<file path="src/rtl/ex_issue_pkg.sv">
// Shared definitions for the execute-stage issue controller.
// DSIZE defaults to the `DSIZE macro (16 when not set by the build).
// Optional feature macro: FAST_MUL_EN (single-cycle MUL, no iterative multiplier).
`ifndef DSIZE
`define DSIZE 16
`endif

package ex_issue_pkg;

   localparam int DSIZE_DEF = `DSIZE;
   localparam int RSIZE_DEF = 4;

   typedef enum logic [2:0] {
      OP_ADD = 3'd0,
      OP_SUB = 3'd1,
      OP_AND = 3'd2,
      OP_XOR = 3'd3,
      OP_SLL = 3'd4,
      OP_SRL = 3'd5,
      OP_COM = 3'd6,
      OP_MUL = 3'd7
   } op_t;

   typedef enum logic {
      S_IDLE = 1'b0,
      S_MUL  = 1'b1
   } state_t;

endpackage

</file>
<file path="src/rtl/ex_issue_if.sv">
// Decode-side issue handshake and writeback-side result handshake of ex_issue.
// slave: the execute stage; master: decode/writeback (or a testbench).
interface ex_issue_if #(
   parameter int DSIZE = ex_issue_pkg::DSIZE_DEF,
   parameter int RSIZE = ex_issue_pkg::RSIZE_DEF
);
   logic             in_valid;
   logic             in_ready;
   logic [2:0]       in_op;
   logic [DSIZE-1:0] in_a;
   logic [DSIZE-1:0] in_b;
   logic [DSIZE-1:0] in_imm;
   logic [RSIZE-1:0] in_rd;
   logic             out_valid;
   logic             out_ready;
   logic [DSIZE-1:0] out_result;
   logic             out_zero;
   logic [RSIZE-1:0] out_rd;
   logic             busy;

   modport slave (
      input  in_valid, in_op, in_a, in_b, in_imm, in_rd, out_ready,
      output in_ready, out_valid, out_result, out_zero, out_rd, busy
   );

   modport master (
      output in_valid, in_op, in_a, in_b, in_imm, in_rd, out_ready,
      input  in_ready, out_valid, out_result, out_zero, out_rd, busy
   );
endinterface

</file>
<file path="src/rtl/ex_issue_seq_mul.sv">
// seq_mul: iterative shift-add multiplier, one multiplier bit per clock, LSB first.
// start loads operands and sets the counter to DSIZE; each following edge with a
// non-zero counter performs one step. product is the accumulator value after the
// step in progress, so the final step's result is usable on the edge it happens.
module seq_mul #(
   parameter int DSIZE = ex_issue_pkg::DSIZE_DEF
) (
   input  logic             clk,
   input  logic             rst,
   input  logic             start,
   input  logic [DSIZE-1:0] a,
   input  logic [DSIZE-1:0] b,
   output logic             done,
   output logic [DSIZE-1:0] product
);
   localparam int CW = $clog2(DSIZE + 1);

   logic [DSIZE-1:0] mcand;
   logic [DSIZE-1:0] mplier;
   logic [DSIZE-1:0] acc;
   logic [DSIZE-1:0] acc_next;
   logic [CW-1:0]    cnt;

   // Partial-product add for the current step (nothing once the counter is spent)
   always_comb begin
      acc_next = acc;
      if (cnt != '0 && mplier[0])
         acc_next = acc + mcand;
   end

   // Operand load on start, otherwise one shift-add step per edge until done
   always_ff @(posedge clk or posedge rst) begin
      if (rst) begin
         mcand  <= '0;
         mplier <= '0;
         acc    <= '0;
         cnt    <= '0;
      end else if (start) begin
         mcand  <= a;
         mplier <= b;
         acc    <= '0;
         cnt    <= CW'(DSIZE);
      end else if (cnt != '0) begin
         acc    <= acc_next;
         mcand  <= mcand << 1;
         mplier <= mplier >> 1;
         cnt    <= cnt - CW'(1);
      end
   end

   assign done    = (cnt <= CW'(1));
   assign product = acc_next;

endmodule

</file>
<file path="src/rtl/ex_issue.sv">
// ex_issue: execute-stage issue/complete controller. Accepts one decoded op per
// handshake, computes single-cycle ALU ops combinationally and MUL either
// iteratively (seq_mul) or in one cycle when FAST_MUL_EN is defined. Results
// leave through a one-entry back-pressured output register.
module ex_issue
   import ex_issue_pkg::*;
#(
   parameter int DSIZE = DSIZE_DEF,
   parameter int RSIZE = RSIZE_DEF
) (
   input  logic       clk,
   input  logic       rst,
   ex_issue_if.slave  bus
);
   localparam logic [DSIZE-1:0] SHIFT_LIMIT = DSIZE'(DSIZE);

   op_t              op;
   logic             slot_free;
   logic             accept;
   logic             operands_equal;
   logic [DSIZE-1:0] alu_result;
   logic             load;
   logic [DSIZE-1:0] load_result;
   logic             load_zero;
   logic [RSIZE-1:0] load_rd;

   assign op             = op_t'(bus.in_op);
   assign slot_free      = !bus.out_valid || bus.out_ready;
   assign accept         = bus.in_valid && bus.in_ready;
   assign operands_equal = (bus.in_a == bus.in_b);

   // Single-cycle ALU result for the op currently presented
   always_comb begin
      alu_result = '0;
      case (op)
         OP_ADD: alu_result = bus.in_a + bus.in_b;
         OP_SUB: alu_result = bus.in_a - bus.in_b;
         OP_AND: alu_result = bus.in_a & bus.in_b;
         OP_XOR: alu_result = bus.in_a ^ bus.in_b;
         OP_SLL: alu_result = (bus.in_imm >= SHIFT_LIMIT) ? '0 : (bus.in_a << bus.in_imm);
         OP_SRL: alu_result = (bus.in_imm >= SHIFT_LIMIT) ? '0 : (bus.in_a >> bus.in_imm);
         OP_COM: alu_result = {{(DSIZE-1){1'b0}}, (bus.in_a <= bus.in_b)};
`ifdef FAST_MUL_EN
         OP_MUL: alu_result = bus.in_a * bus.in_b;
`else
         OP_MUL: alu_result = '0;
`endif
         default: alu_result = '0;
      endcase
   end

`ifdef FAST_MUL_EN

   assign bus.in_ready = slot_free;
   assign bus.busy     = 1'b0;
   assign load         = accept;
   assign load_result  = alu_result;
   assign load_zero    = operands_equal;
   assign load_rd      = bus.in_rd;

`else

   state_t           state;
   state_t           state_n;
   logic             mul_start;
   logic             mul_done;
   logic [DSIZE-1:0] mul_product;
   logic             pend_zero;
   logic [RSIZE-1:0] pend_rd;

   assign bus.in_ready = (state == S_IDLE) && slot_free;
   assign bus.busy     = (state != S_IDLE);

   // FSM state register
   always_ff @(posedge clk or posedge rst) begin
      if (rst)
         state <= S_IDLE;
      else
         state <= state_n;
   end

   // Tag and equality flag of an in-flight MUL, captured at acceptance
   always_ff @(posedge clk or posedge rst) begin
      if (rst) begin
         pend_zero <= 1'b0;
         pend_rd   <= '0;
      end else if (mul_start) begin
         pend_zero <= operands_equal;
         pend_rd   <= bus.in_rd;
      end
   end

   // Next state and output-register load selection
   always_comb begin
      state_n     = state;
      mul_start   = 1'b0;
      load        = 1'b0;
      load_result = alu_result;
      load_zero   = operands_equal;
      load_rd     = bus.in_rd;
      case (state)
         S_IDLE: begin
            if (accept) begin
               if (op == OP_MUL) begin
                  mul_start = 1'b1;
                  state_n   = S_MUL;
               end else begin
                  load = 1'b1;
               end
            end
         end
         S_MUL: begin
            // Final step and write-back share an edge; if the slot is blocked
            // the counter parks at 0 and the product is held until it frees.
            if (mul_done && slot_free) begin
               load        = 1'b1;
               load_result = mul_product;
               load_zero   = pend_zero;
               load_rd     = pend_rd;
               state_n     = S_IDLE;
            end
         end
         default: state_n = S_IDLE;
      endcase
   end

   seq_mul #(.DSIZE(DSIZE)) u_seq_mul (
      .clk     (clk),
      .rst     (rst),
      .start   (mul_start),
      .a       (bus.in_a),
      .b       (bus.in_b),
      .done    (mul_done),
      .product (mul_product)
   );

`endif

   // One-entry output register: load wins over drain on the same edge
   always_ff @(posedge clk or posedge rst) begin
      if (rst) begin
         bus.out_valid  <= 1'b0;
         bus.out_result <= '0;
         bus.out_zero   <= 1'b0;
         bus.out_rd     <= '0;
      end else if (load) begin
         bus.out_valid  <= 1'b1;
         bus.out_result <= load_result;
         bus.out_zero   <= load_zero;
         bus.out_rd     <= load_rd;
      end else if (bus.out_ready) begin
         bus.out_valid  <= 1'b0;
      end
   end

endmodule

</file>
<file path="src/flat_wrapper.sv">
// flat-port wrapper written by rule: the top's interface ports become plain ports
module ex_issue_flat import ex_issue_pkg::*;
#(
   parameter int DSIZE = DSIZE_DEF,
   parameter int RSIZE = RSIZE_DEF
)
  (clk, rst, bus_in_valid, bus_in_op, bus_in_a, bus_in_b, bus_in_imm, bus_in_rd, bus_out_ready, bus_in_ready, bus_out_valid, bus_out_result, bus_out_zero, bus_out_rd, bus_busy);
  ex_issue_if #(.DSIZE(DSIZE), .RSIZE(RSIZE)) bus_i ();
  input  logic clk;
  input  logic rst;
  input wire logic [$bits(bus_i.in_valid)-1:0] bus_in_valid;
  input wire logic [$bits(bus_i.in_op)-1:0] bus_in_op;
  input wire logic [$bits(bus_i.in_a)-1:0] bus_in_a;
  input wire logic [$bits(bus_i.in_b)-1:0] bus_in_b;
  input wire logic [$bits(bus_i.in_imm)-1:0] bus_in_imm;
  input wire logic [$bits(bus_i.in_rd)-1:0] bus_in_rd;
  input wire logic [$bits(bus_i.out_ready)-1:0] bus_out_ready;
  output wire logic [$bits(bus_i.in_ready)-1:0] bus_in_ready;
  output wire logic [$bits(bus_i.out_valid)-1:0] bus_out_valid;
  output wire logic [$bits(bus_i.out_result)-1:0] bus_out_result;
  output wire logic [$bits(bus_i.out_zero)-1:0] bus_out_zero;
  output wire logic [$bits(bus_i.out_rd)-1:0] bus_out_rd;
  output wire logic [$bits(bus_i.busy)-1:0] bus_busy;
  assign bus_i.in_valid = bus_in_valid;
  assign bus_i.in_op = bus_in_op;
  assign bus_i.in_a = bus_in_a;
  assign bus_i.in_b = bus_in_b;
  assign bus_i.in_imm = bus_in_imm;
  assign bus_i.in_rd = bus_in_rd;
  assign bus_i.out_ready = bus_out_ready;
  assign bus_in_ready = bus_i.in_ready;
  assign bus_out_valid = bus_i.out_valid;
  assign bus_out_result = bus_i.out_result;
  assign bus_out_zero = bus_i.out_zero;
  assign bus_out_rd = bus_i.out_rd;
  assign bus_busy = bus_i.busy;
  ex_issue #(.DSIZE(DSIZE), .RSIZE(RSIZE)) u_core (.clk(clk), .rst(rst), .bus(bus_i));
endmodule
</file>
<file path="config.mk">
export PLATFORM = sky130hd
export DESIGN_NAME = ex_issue_flat
export DESIGN_NICKNAME = d
export VERILOG_FILES = /design/src/rtl/ex_issue_pkg.sv /design/src/rtl/ex_issue_if.sv /design/src/rtl/ex_issue_seq_mul.sv /design/src/rtl/ex_issue.sv /design/src/flat_wrapper.sv
export SDC_FILE = /design/constraint.sdc
export NUM_CORES = 1
export LEC_CHECK = 0
export CAP_MARGIN = 40
export CELL_PAD_IN_SITES_DETAIL_PLACEMENT = 1
export CELL_PAD_IN_SITES_GLOBAL_PLACEMENT = 1
export CORE_UTILIZATION = 25
export DETAILED_ROUTE_END_ITERATION = 8
export HOLD_SLACK_MARGIN = 0.1
export PLACE_DENSITY_LB_ADDON = 0.15
export SLEW_MARGIN = 20
export SYNTH_ARGS = -nofsm -noshare
export SYNTH_HDL_FRONTEND = slang
export SYNTH_HIERARCHICAL = 1
export SYNTH_SLANG_ARGS = --single-unit
</file>
<file path="constraint.sdc">
create_clock -name clk -period 2.95 [get_ports clk]
set_input_delay 0.59 -clock clk [delete_from_list [all_inputs] [get_ports clk]]
set_output_delay 0.59 -clock clk [all_outputs]
set_load 0.01 [all_outputs]
</file>
# Word level (Yosys, flattened, before mapping)
# Cells that the tools add are included.
[totals] memories=0 ff_bits=81 latchBits=0 output_inout_bits=24 rom_bits=0 word_cells=70 ram_bits=0 in_bits=59
[op_classes] multipliers=0 n_shift=2 div_mod_pow=0 n_reduce_logical=10 mux=29 n_eq_ne=8 order_cmp=3 n_bitwise=3 addsub=4
[ops] operator="2-to-1 mux 16 bit" count=11
[ops] operator="case mux 16 bit (8 select lines)" count=1
[ops] operator="adder 16 bit" count=2
[ops] operator="AND 16 bit" count=1
[ops] operator="== test 16 bit" count=1
[ops] operator="greater-or-equal comparator 16 x 5 -> 1 bit, second input constant" count=1
[ops] operator="<= comparator 16 bit" count=1
[ops] operator="left shift 16 x 16 -> 16 bit" count=1
[ops] operator="right shift 16 x 16 -> 16 bit" count=1
[ops] operator="subtractor 16 bit" count=1
[ops] operator="bitwise XOR 16 bit" count=1
[ops] operator="== test 3 bit, second input constant" count=4
[ops] operator="2-to-1 mux 1 bit" count=11
[ops] operator="2-to-1 mux 5 bit" count=2
[ops] operator="2-to-1 mux 4 bit" count=2
[ops] operator="== test 3 x 2 -> 1 bit, second input constant" count=2
[ops] operator="<= comparator 5 x 1 -> 1 bit, second input constant" count=1
[ops] operator="nonzero test 5 bit" count=1
[ops] operator="subtractor 5 x 1 -> 5 bit, second input constant" count=1
[ops] operator="logical AND 1 bit" count=4
[ops] operator="case mux 1 bit (2 select lines)" count=2
[ops] operator="nonzero test 2 bit" count=2
[ops] operator="== test 3 x 1 -> 1 bit, second input constant" count=1
[ops] operator="zero test 3 bit" count=1
[ops] operator="3 further kinds" count=3

# Depth between registers and ports, before layout
# Gate-level depths: netlist (run 1).
[depth] depth_word=7 depth_mapped=13 ltp_nobuf=12

# By module
# Netlist (run 1), hierarchy kept.
[modules_own_cells] module="ex_issue" area_per_inst_um2=4857.2 n_inst=1 cells_per_inst=672 seq_area_each_um2=700.7
[modules_own_cells] module="seq_mul" area_per_inst_um2=3241.9 n_inst=1 cells_per_inst=342 seq_area_each_um2=1326.3

# Worst setup path after synthesis (run 1)
# OpenSTA, ideal clock, no wires.
[synth_timing] kind="input port to flip-flop" from="input bus_in_a[0]" to="register u_core.bus.out_result[14]" path_buffers=0 setup_ps=86 cell_stages=12 t_arrival_ps=2604 path_slack_ps=261 t_required_ps=2864 path_cell_list="inv_1 ha_1 inv_1 fa_1 a211oi_1 o21ai_0 a21oi_1 o311ai_0 a211oi_1 o2bb2ai_1 nand3_1 a32oi_1"
[synth_between] elab_chain_cells=5 elab_cells_between_ends=9 classes_between="add/sub (2); shift (2); mux (5)"
[synth_rtl] item="from (decl)" line="flat_wrapper.sv:13" source="input wire logic [$bits(bus_i.in_a)-1:0] bus_in_a;"
[synth_rtl] item="branches (longest 2 deep; another with subtractor 16 bit)"
[synth_rtl] item="case mux 16 bit (8 select lines) (*)" line="ex_issue.sv:35" source="case (op)"
[synth_rtl] item="2-to-1 mux 16 bit" line="ex_issue.sv:115" source="if (mul_done && slot_free) begin"
[synth_rtl] item="2-to-1 mux 16 bit (*)" line="ex_issue.sv:101" source="case (state)"
[synth_rtl] item="to (signal assigned)" line="ex_issue.sv:148" source="bus.out_result <= load_result;"
[synth_rtl] item="to (decl)" line="ex_issue_if.sv:23" source="output in_ready, out_valid, out_result, out_zero, out_rd, busy"
# Mark *: on every way between the ends.
# A chain may end at the register's enable or synchronous reset.

# Final worst setup path (run 1)
[layout_timing] from="input bus_in_a[8]" to="register u_core.bus.out_result[7]"
[layout_between] elab_chain_cells=5 elab_cells_between_ends=7 classes_between="shift (2); mux (5)"
[layout_rtl] item="right shift 16 x 16 -> 16 bit / left shift 16 x 16 -> 16 bit (equally long branches)" line="ex_issue.sv:41, ex_issue.sv:40"
[layout_rtl] item="2-to-1 mux 16 bit, on equally long branches" line="ex_issue.sv:41, ex_issue.sv:40"
[layout_rtl] item="case mux 16 bit (8 select lines) (*)" line="ex_issue.sv:35"
[layout_rtl] item="2-to-1 mux 16 bit" line="ex_issue.sv:115"
[layout_rtl] item="2-to-1 mux 16 bit (*)" line="ex_issue.sv:101"
# Every way passes the cells marked *; elsewhere a longest branch is shown, timed or not.

==> results of run 1 <==
==> stage by stage <==
step / worst slack [ns] / std cells
floorplan: 0.261 / 1014
CTS: 0.00155 / 1629
detailed placement: -0.707 / 1613
global placement: -0.647 / 1613
global route: -0.0794 / 1629
finish: 0.0736 / 1629
==> final cells by class <==
| class | instances | area, um2 | area share (%) |
|---|---|---|---|
| Timing Repair Buffer | 267 | 2270 | 20.7 |
| Multi-Input combinational cell | 818 | 5730 | 52.1 |
| Sequential cell | 81 | 2030 | 18.4 |
| Clock buffer | 10 | 239 | 2.17 |
| Clock inverter | 6 | 51.3 | 0.467 |
| Inverter | 45 | 169 | 1.54 |
| Tap cell | 402 | 503 | 4.58 |
==> power breakdown <==
group	switching (mW)	internal, mW	leakage [nW]
clock	0.558	0.606	0.133
sequential	0.358	1.53	1.04
combinational	1.93	1.61	3.59
total	2.84	3.75	4.77
==> cell families after synthesis <==
family                   Yosys count  synth area share (%)
flip-flops                        81                  25.0
XOR/XNOR                          20                  2.16
multiplexers                      94                  13.1
AND/OR/NAND/NOR                  341                  19.7
buffers and inverters            115                  6.41
adder cells (fa/ha/maj)           52                  8.31
AO/OA/AOI/OAI                    311                  25.3
==> worst max-delay path by stage <==
| stage | startpoint | end | slack (ns) | cells after the start |
|---|---|---|---|---|
| finish | bus_in_a[8] | u_core/bus.out_result[7]$_DFFE_PP0P_ | 0.07 | 10 |
| global route | bus_in_b[3] | u_core/bus.out_result[15]$_DFFE_PP0P_ | -0.08 | 11 |
| CTS | bus_in_a[0] | u_core/bus.out_result[14]$_DFFE_PP0P_ | 0.002 | 12 |
| detailed placement | bus_in_a[0] | u_core/bus.out_result[14]$_DFFE_PP0P_ | -0.71 | 13 |
| global placement | bus_in_a[0] | u_core/bus.out_result[14]$_DFFE_PP0P_ | -0.65 | 12 |
| floorplan | bus_in_a[0] | u_core/bus.out_result[14]$_DFFE_PP0P_ | 0.26 | 12 |
==> worst max-delay path: stages <==
cell	delay, ns
clkdlybuf4s50_1	0.66
buf_4	0.28
inv_1	0.05
o21ai_0	0.25
a21oi_1	0.13
a21oi_1	0.21
o21ai_0	0.11
a221o_1	0.46
o31a_1	0.17
o21ai_1	0.21
==> state kept, by name, summed over array words and instances (netlist names) <==
| register | count |
|---|---|
| u_core/u_seq_mul/acc | 16 |
| u_core/u_seq_mul/cnt | 5 |
| u_core/bus.busy | 1 |
| u_core/bus.out_rd | 4 |
| u_core/u_seq_mul/mcand | 16 |
| u_core/bus.out_result | 16 |
| u_core/bus.out_valid | 1 |
| u_core/bus.out_zero | 1 |
| u_core/pend_zero | 1 |
| u_core/u_seq_mul/mplier | 16 |
| u_core/pend_rd | 4 |
==> layer usage <==
layer / routed length (um) / GRT usage [%] / share of wire, % / vias to the layer above
met1: 16200 / 28.4 / 47 / 4144
met2: 16600 / 36.5 / 48 / 117
met4: 953 / 6.92 / 2.7 / 0
met5: 0 / 0 / 0 / -
li1: - / - / - / 4088
met3: 985 / 2.63 / 2.8 / 35
==> timing repair <==
item	in CTS	in global routing
gates cloned	0	0
pin swaps	5	6
endpoints found under the hold margin	0	0
gates resized for setup	23	27
endpoints found under the setup margin	10	12
==> cell usage in the layout, fill, tap and decap left out, types with 21 or more instances in the layout <==
cell type	n
ha_1	41
mux2i_1	70
a21oi_1	62
nand2_1	121
dfrtp_1	81
clkdlybuf4s50_1	72
nor2_1	90
buf_4	178
inv_1	41
o21ai_0	92
nand3_1	21
==> summary.txt, run 1 <==
Status
  • Status: finished, final reports clean

Setup path
  • Maximum fanout along the worst path: 6
  • Worst setup EP type: flop
  • Reg-to-Reg End: u_core/bus.out_result[14]$_DFFE_PP0P_
  • Critical Path AT: 3.13 ns
  • Critical path type: input pin to flop
  • Worst reg2reg setup slack: 0.13 ns
  • Worst R2R Start: u_core/u_seq_mul/mcand[0]$_DFFE_PP0P_
  • Startpoint types: input pin
  • Worst Path Required: 3.21 ns
  • Worst reg2reg path depth: 11

Synthesis
  • Dominant cells by area after synthesis: dfrtp_1 25%, mux2i_1 8.8%, ha_1 7.6%, o21ai_0 5.9%, nand2_1 5.6%
  • Yosys warnings: 6
  • Number of synthesized register bits: 81
  • EDFF count, synth: 0
  • Syn Area/Cell: 7.99 um2
  • Yosys cell types: 88
  • Post-Synthesis Cell Area: 8100 um2
  • Count leader, synth: nand2_1
  • Post-synth ARST share: 100%
  • Most common library cells after synthesis: 121 x nand2_1, 95 x o21ai_0, 92 x nor2_1
  • Yosys top cell area share: 25.0%
  • Post-Syn Nets: 1125
  • Register area share after synthesis: 25.0%
  • Cell taking the most area after synthesis: dfrtp_1
  • Post-Syn Instances: 1014
  • Primary FF master, synth: dfrtp_1

GRT
  • Total GRT Usage: 21.5%
  • GR Overflow Total: 0
  • Vias in the first global route: 8845
  • First-pass GRT wire length: 53.7 mm
  • Largest net degree at the start of global routing: 51
  • Initial antenna violation count: 0

Place
  • Placed inst area: 10500 um2
  • Placer Congestion: 0.853
  • Port bufs: 82
  • Dpl hpwl: 28.0 mm

Clock tree
  • Post-CTS setup buffers: 0
  • CTS Buf Count: 9
  • Clock Sinks: 81
  • Clock root cell: clkbuf_16
  • Skew-Pair Late Insertion Delay: 0.36 ns
  • CTS tree: yes
  • Htree depth: 3
  • Clock Pin Slew Worst Setup and Hold Paths: 0.07 ns
  • Cts hold-fix bufs: 0
  • Max Root-Sink Buffers: 2

Die
  • Core ar.: 31700 um2
  • Die width: 182 um
  • Starting density of the core: 25.5%
  • IO Pins: 83
  • Die Span Y: 182 um
  • Die area: 33100 um2
  • Site Rows: 65

Timing
  • Fmax: 0.348 GHz
  • Final Max Slew Viols: 0
  • Setup tns final: 0 ns
  • Worst Skew: 0.0121 ns
  • Fin. Hold Viols: 0
  • Unrepaired setup endpoints after global routing: yes
  • Post-layout min period: 2.88 ns
  • Final Setup Violations: 0
  • Max-slew headroom: 60.2%
  • Period utilization: 97.5%
  • Worst-Margin Slew: 0.592 ns
  • Hold_ws: 0.489 ns

Cells and area
  • Synth-to-Final Area Change: 35.7%
  • Util after Layout: 34.6%
  • # fillers: 3744
  • N_diodes: 0
  • Fin area: 11000 um2
  • Layout cell share with drive strength beyond 1: 23.4%
  • Layout Nets: 1333

Routing
  • Final wirelength: 34.8 mm
  • Initial drt markers: 401
  • Vias after detailed routing: 8384
  • Drt pass-1 iters: 4
  • Residual DRC: 0
  • Vias per cell: 5.15
  • WL/cell: 21.4 um
  • Final ANT Viol Nets: 0

Pwr
  • P_leak: 4.77 nW
  • Power Density: 600 nW/um2
  • Peak VDD IR: 0.242 mV
  • Power, Total: 6.59 mW

Min path
  • Worst hold-check path type: input pin to asynchronous set/reset pin

Flow run
  • Max cap viols: 0
Power figures use the tool's default switching activity.
==> run 2, diff against run 1 <==
--- a/config.mk
+++ b/config.mk
@@ -8,6 +8,7 @@
 export CAP_MARGIN = 40
 export CELL_PAD_IN_SITES_DETAIL_PLACEMENT = 1
 export CELL_PAD_IN_SITES_GLOBAL_PLACEMENT = 1
+export CORE_MARGIN = 8
 export CORE_UTILIZATION = 25
 export DETAILED_ROUTE_END_ITERATION = 8
 export HOLD_SLACK_MARGIN = 0.1
==> run 2 against run 1 <==
Net effect:
- non-clock buffer count rose by 5
- largest power group unchanged
- clock skew up 0.00075 ns
- clock power is 15% higher
- setup slack worse by 0.038 ns
- routed wire length increased by 2.1%
- hold slack better by 0.0059 ns
- flip-flop and latch count stayed put
- design area grew 1.7%
- critical endpoint is now u_core/bus.out_result[12]$_DFFE_PP0P_
==> summary.txt, run 2 (synthesis gave the netlist of run 1 again) <==
Setup path
  • Critical Path AT: 3.15 ns
  • Worst setup EP type: flop
  • Maximum fanout along the worst path: 6
  • Critical path type: input pin to flop
  • Critical Path Start: bus_in_a[10]
  • Worst R2R Start: u_core/u_seq_mul/mcand[0]$_DFFE_PP0P_
  • Worst reg2reg path depth: 10
  • Startpoint types: input pin
  • Worst Path Required: 3.18 ns

Timing
  • Max-slew headroom: 60.0%
  • Period utilization: 98.8%
  • Post-layout min period: 2.91 ns
  • Final Max Slew Viols: 0
  • Worst Skew: 0.0129 ns
  • Unrepaired setup endpoints after global routing: yes
  • Worst-Margin Slew: 0.594 ns
  • Final Setup Violations: 0
  • Fin. Hold Viols: 0
  • Hold_ws: 0.495 ns
  • Setup tns final: 0 ns
  • Fmax: 0.343 GHz

Cells and area
  • Most frequent cells in the layout: 183 x buf_4, 121 x nand2_1, 91 x o21ai_0
  • N_diodes: 0
  • # fillers: 3826
  • Synth-to-Final Area Change: 38.0%
  • Layout Nets: 1338
  • Most common cell after layout, fill and taps aside: buf_4
  • Util after Layout: 34.7%
  • Layout cell share with drive strength beyond 1: 24.6%

GRT
  • Total GRT Usage: 18.5%
  • Largest net degree at the start of global routing: 54
  • Vias in the first global route: 8984
  • GR Overflow Total: 0
  • Initial antenna violation count: 0
  • First-pass GRT wire length: 54.7 mm

Clock tree
  • CTS tree: yes
  • Clock Sinks: 81
  • Htree depth: 3
  • Clock Pin Slew Worst Setup and Hold Paths: 0.07 ns
  • CTS Buf Count: 9
  • Skew-Pair Late Insertion Delay: 0.35 ns
  • Clock root cell: clkbuf_16
  • Max Root-Sink Buffers: 2

Routing
  • Initial drt markers: 361
  • Routed length on met1: 16.3 mm
  • Vias after detailed routing: 8469
  • Final ANT Viol Nets: 0
  • Met2 WL post-DR: 17.6 mm
  • WL/cell: 21.7 um
  • Final wirelength: 35.6 mm
  • Drt pass-1 iters: 5
  • Vias per cell: 5.16
  • Top Layer Used: met4
  • DR WL met3: 878 um
  • Residual DRC: 0

Min path
  • Worst hold-check path type: flop to flop
  • Worst Hold Depth: 2
  • Worst Hold Launch: u_core/bus.out_rd[3]$_DFFE_PP0P_

Flow run
  • Max cap viols: 0

Die
  • Die area: 38400 um2
  • Core ar.: 32200 um2
  • Die Span Y: 196 um
  • Site Rows: 66
  • IO Pins: 83
  • Die width: 196 um
  • Starting density of the core: 25.1%

Pwr
  • Peak VDD IR: 0.256 mV
  • Power Density: 606 nW/um2
  • P_leak: 4.86 nW

Place
  • Port bufs: 82
  • Placer Congestion: 0.859
  • Dpl hpwl: 28.8 mm

Status
  • Status: finished, final reports clean
-- run 2: layout make-up --
type                    instances  area, um2  area share [%]
flip-flops and latches         81       2030            18.1
repair buffers                272       2300            20.6
clock buffers                  10        239            2.14
clock inverters                 6       97.6           0.873
inverters                      45        169            1.51
well taps                     408        510            4.57
multi-input cells             818       5840            52.2
-- run 2: worst paths after layout --
path / slack (ns) / to
max in group asynchronous: 1.75 / u_core/u_seq_mul/mcand[10]$_DFFE_PP0P_
min in group asynchronous: 0.61 / u_core/u_seq_mul/cnt[1]$_DFFE_PP0P_
worst max register to register: 0.17 / u_core/bus.out_result[14]$_DFFE_PP0P_
worst min register to register: 0.49 / u_core/bus.out_rd[3]$_DFFE_PP0P_
worst max-delay path: 0.04 / u_core/bus.out_result[12]$_DFFE_PP0P_
worst min-delay path: 0.49 / u_core/bus.out_rd[3]$_DFFE_PP0P_
-- run 2: critical path: stages --
cell	delay, ns
clkdlybuf4s50_1	0.55
ha_2	0.46
nand4_1	0.21
nor3b_1	0.27
a21oi_1	0.11
o311ai_1	0.16
buf_4	0.21
nor2_1	0.05
or2_2	0.29
a31oi_1	0.13
o22ai_1	0.10
-- run 2: stage by stage --
stage	total power, mW	area [um2]	worst slack, ns	std cells
after floorplan	3.90	8100	0.261	1014
after global placement	5.32	10500	-0.588	1618
after detailed placement	5.38	10500	-0.651	1618
after CTS	6.78	10900	0.00513	1633
after global routing	7.29	11200	-0.0573	1640
final	6.78	11200	0.0357	1640
-- run 2: repair_timing --
item,in CTS,in global routing
setup endpoints to repair,10,12
hold buffers,0,0
resized for setup,23,46
setup buffers,0,7
gates cloned,0,0
endpoints found under the hold margin,0,0
pin swaps,7,9
-- run 2: power breakdown --
group          total, mW  switching (mW)  internal [mW]  leakage (nW)
logic               3.56            1.94           1.62          3.65
registers           1.90           0.364           1.53          1.04
clock network       1.33           0.547          0.780         0.166
-- run 2: metal layers --
layer / global-route usage, % / vias up
met5: 0 / -
met4: 5.14 / 0
met3: 1.95 / 33
li1: - / 4094
met1: 24.1 / 4204
met2: 32.0 / 138
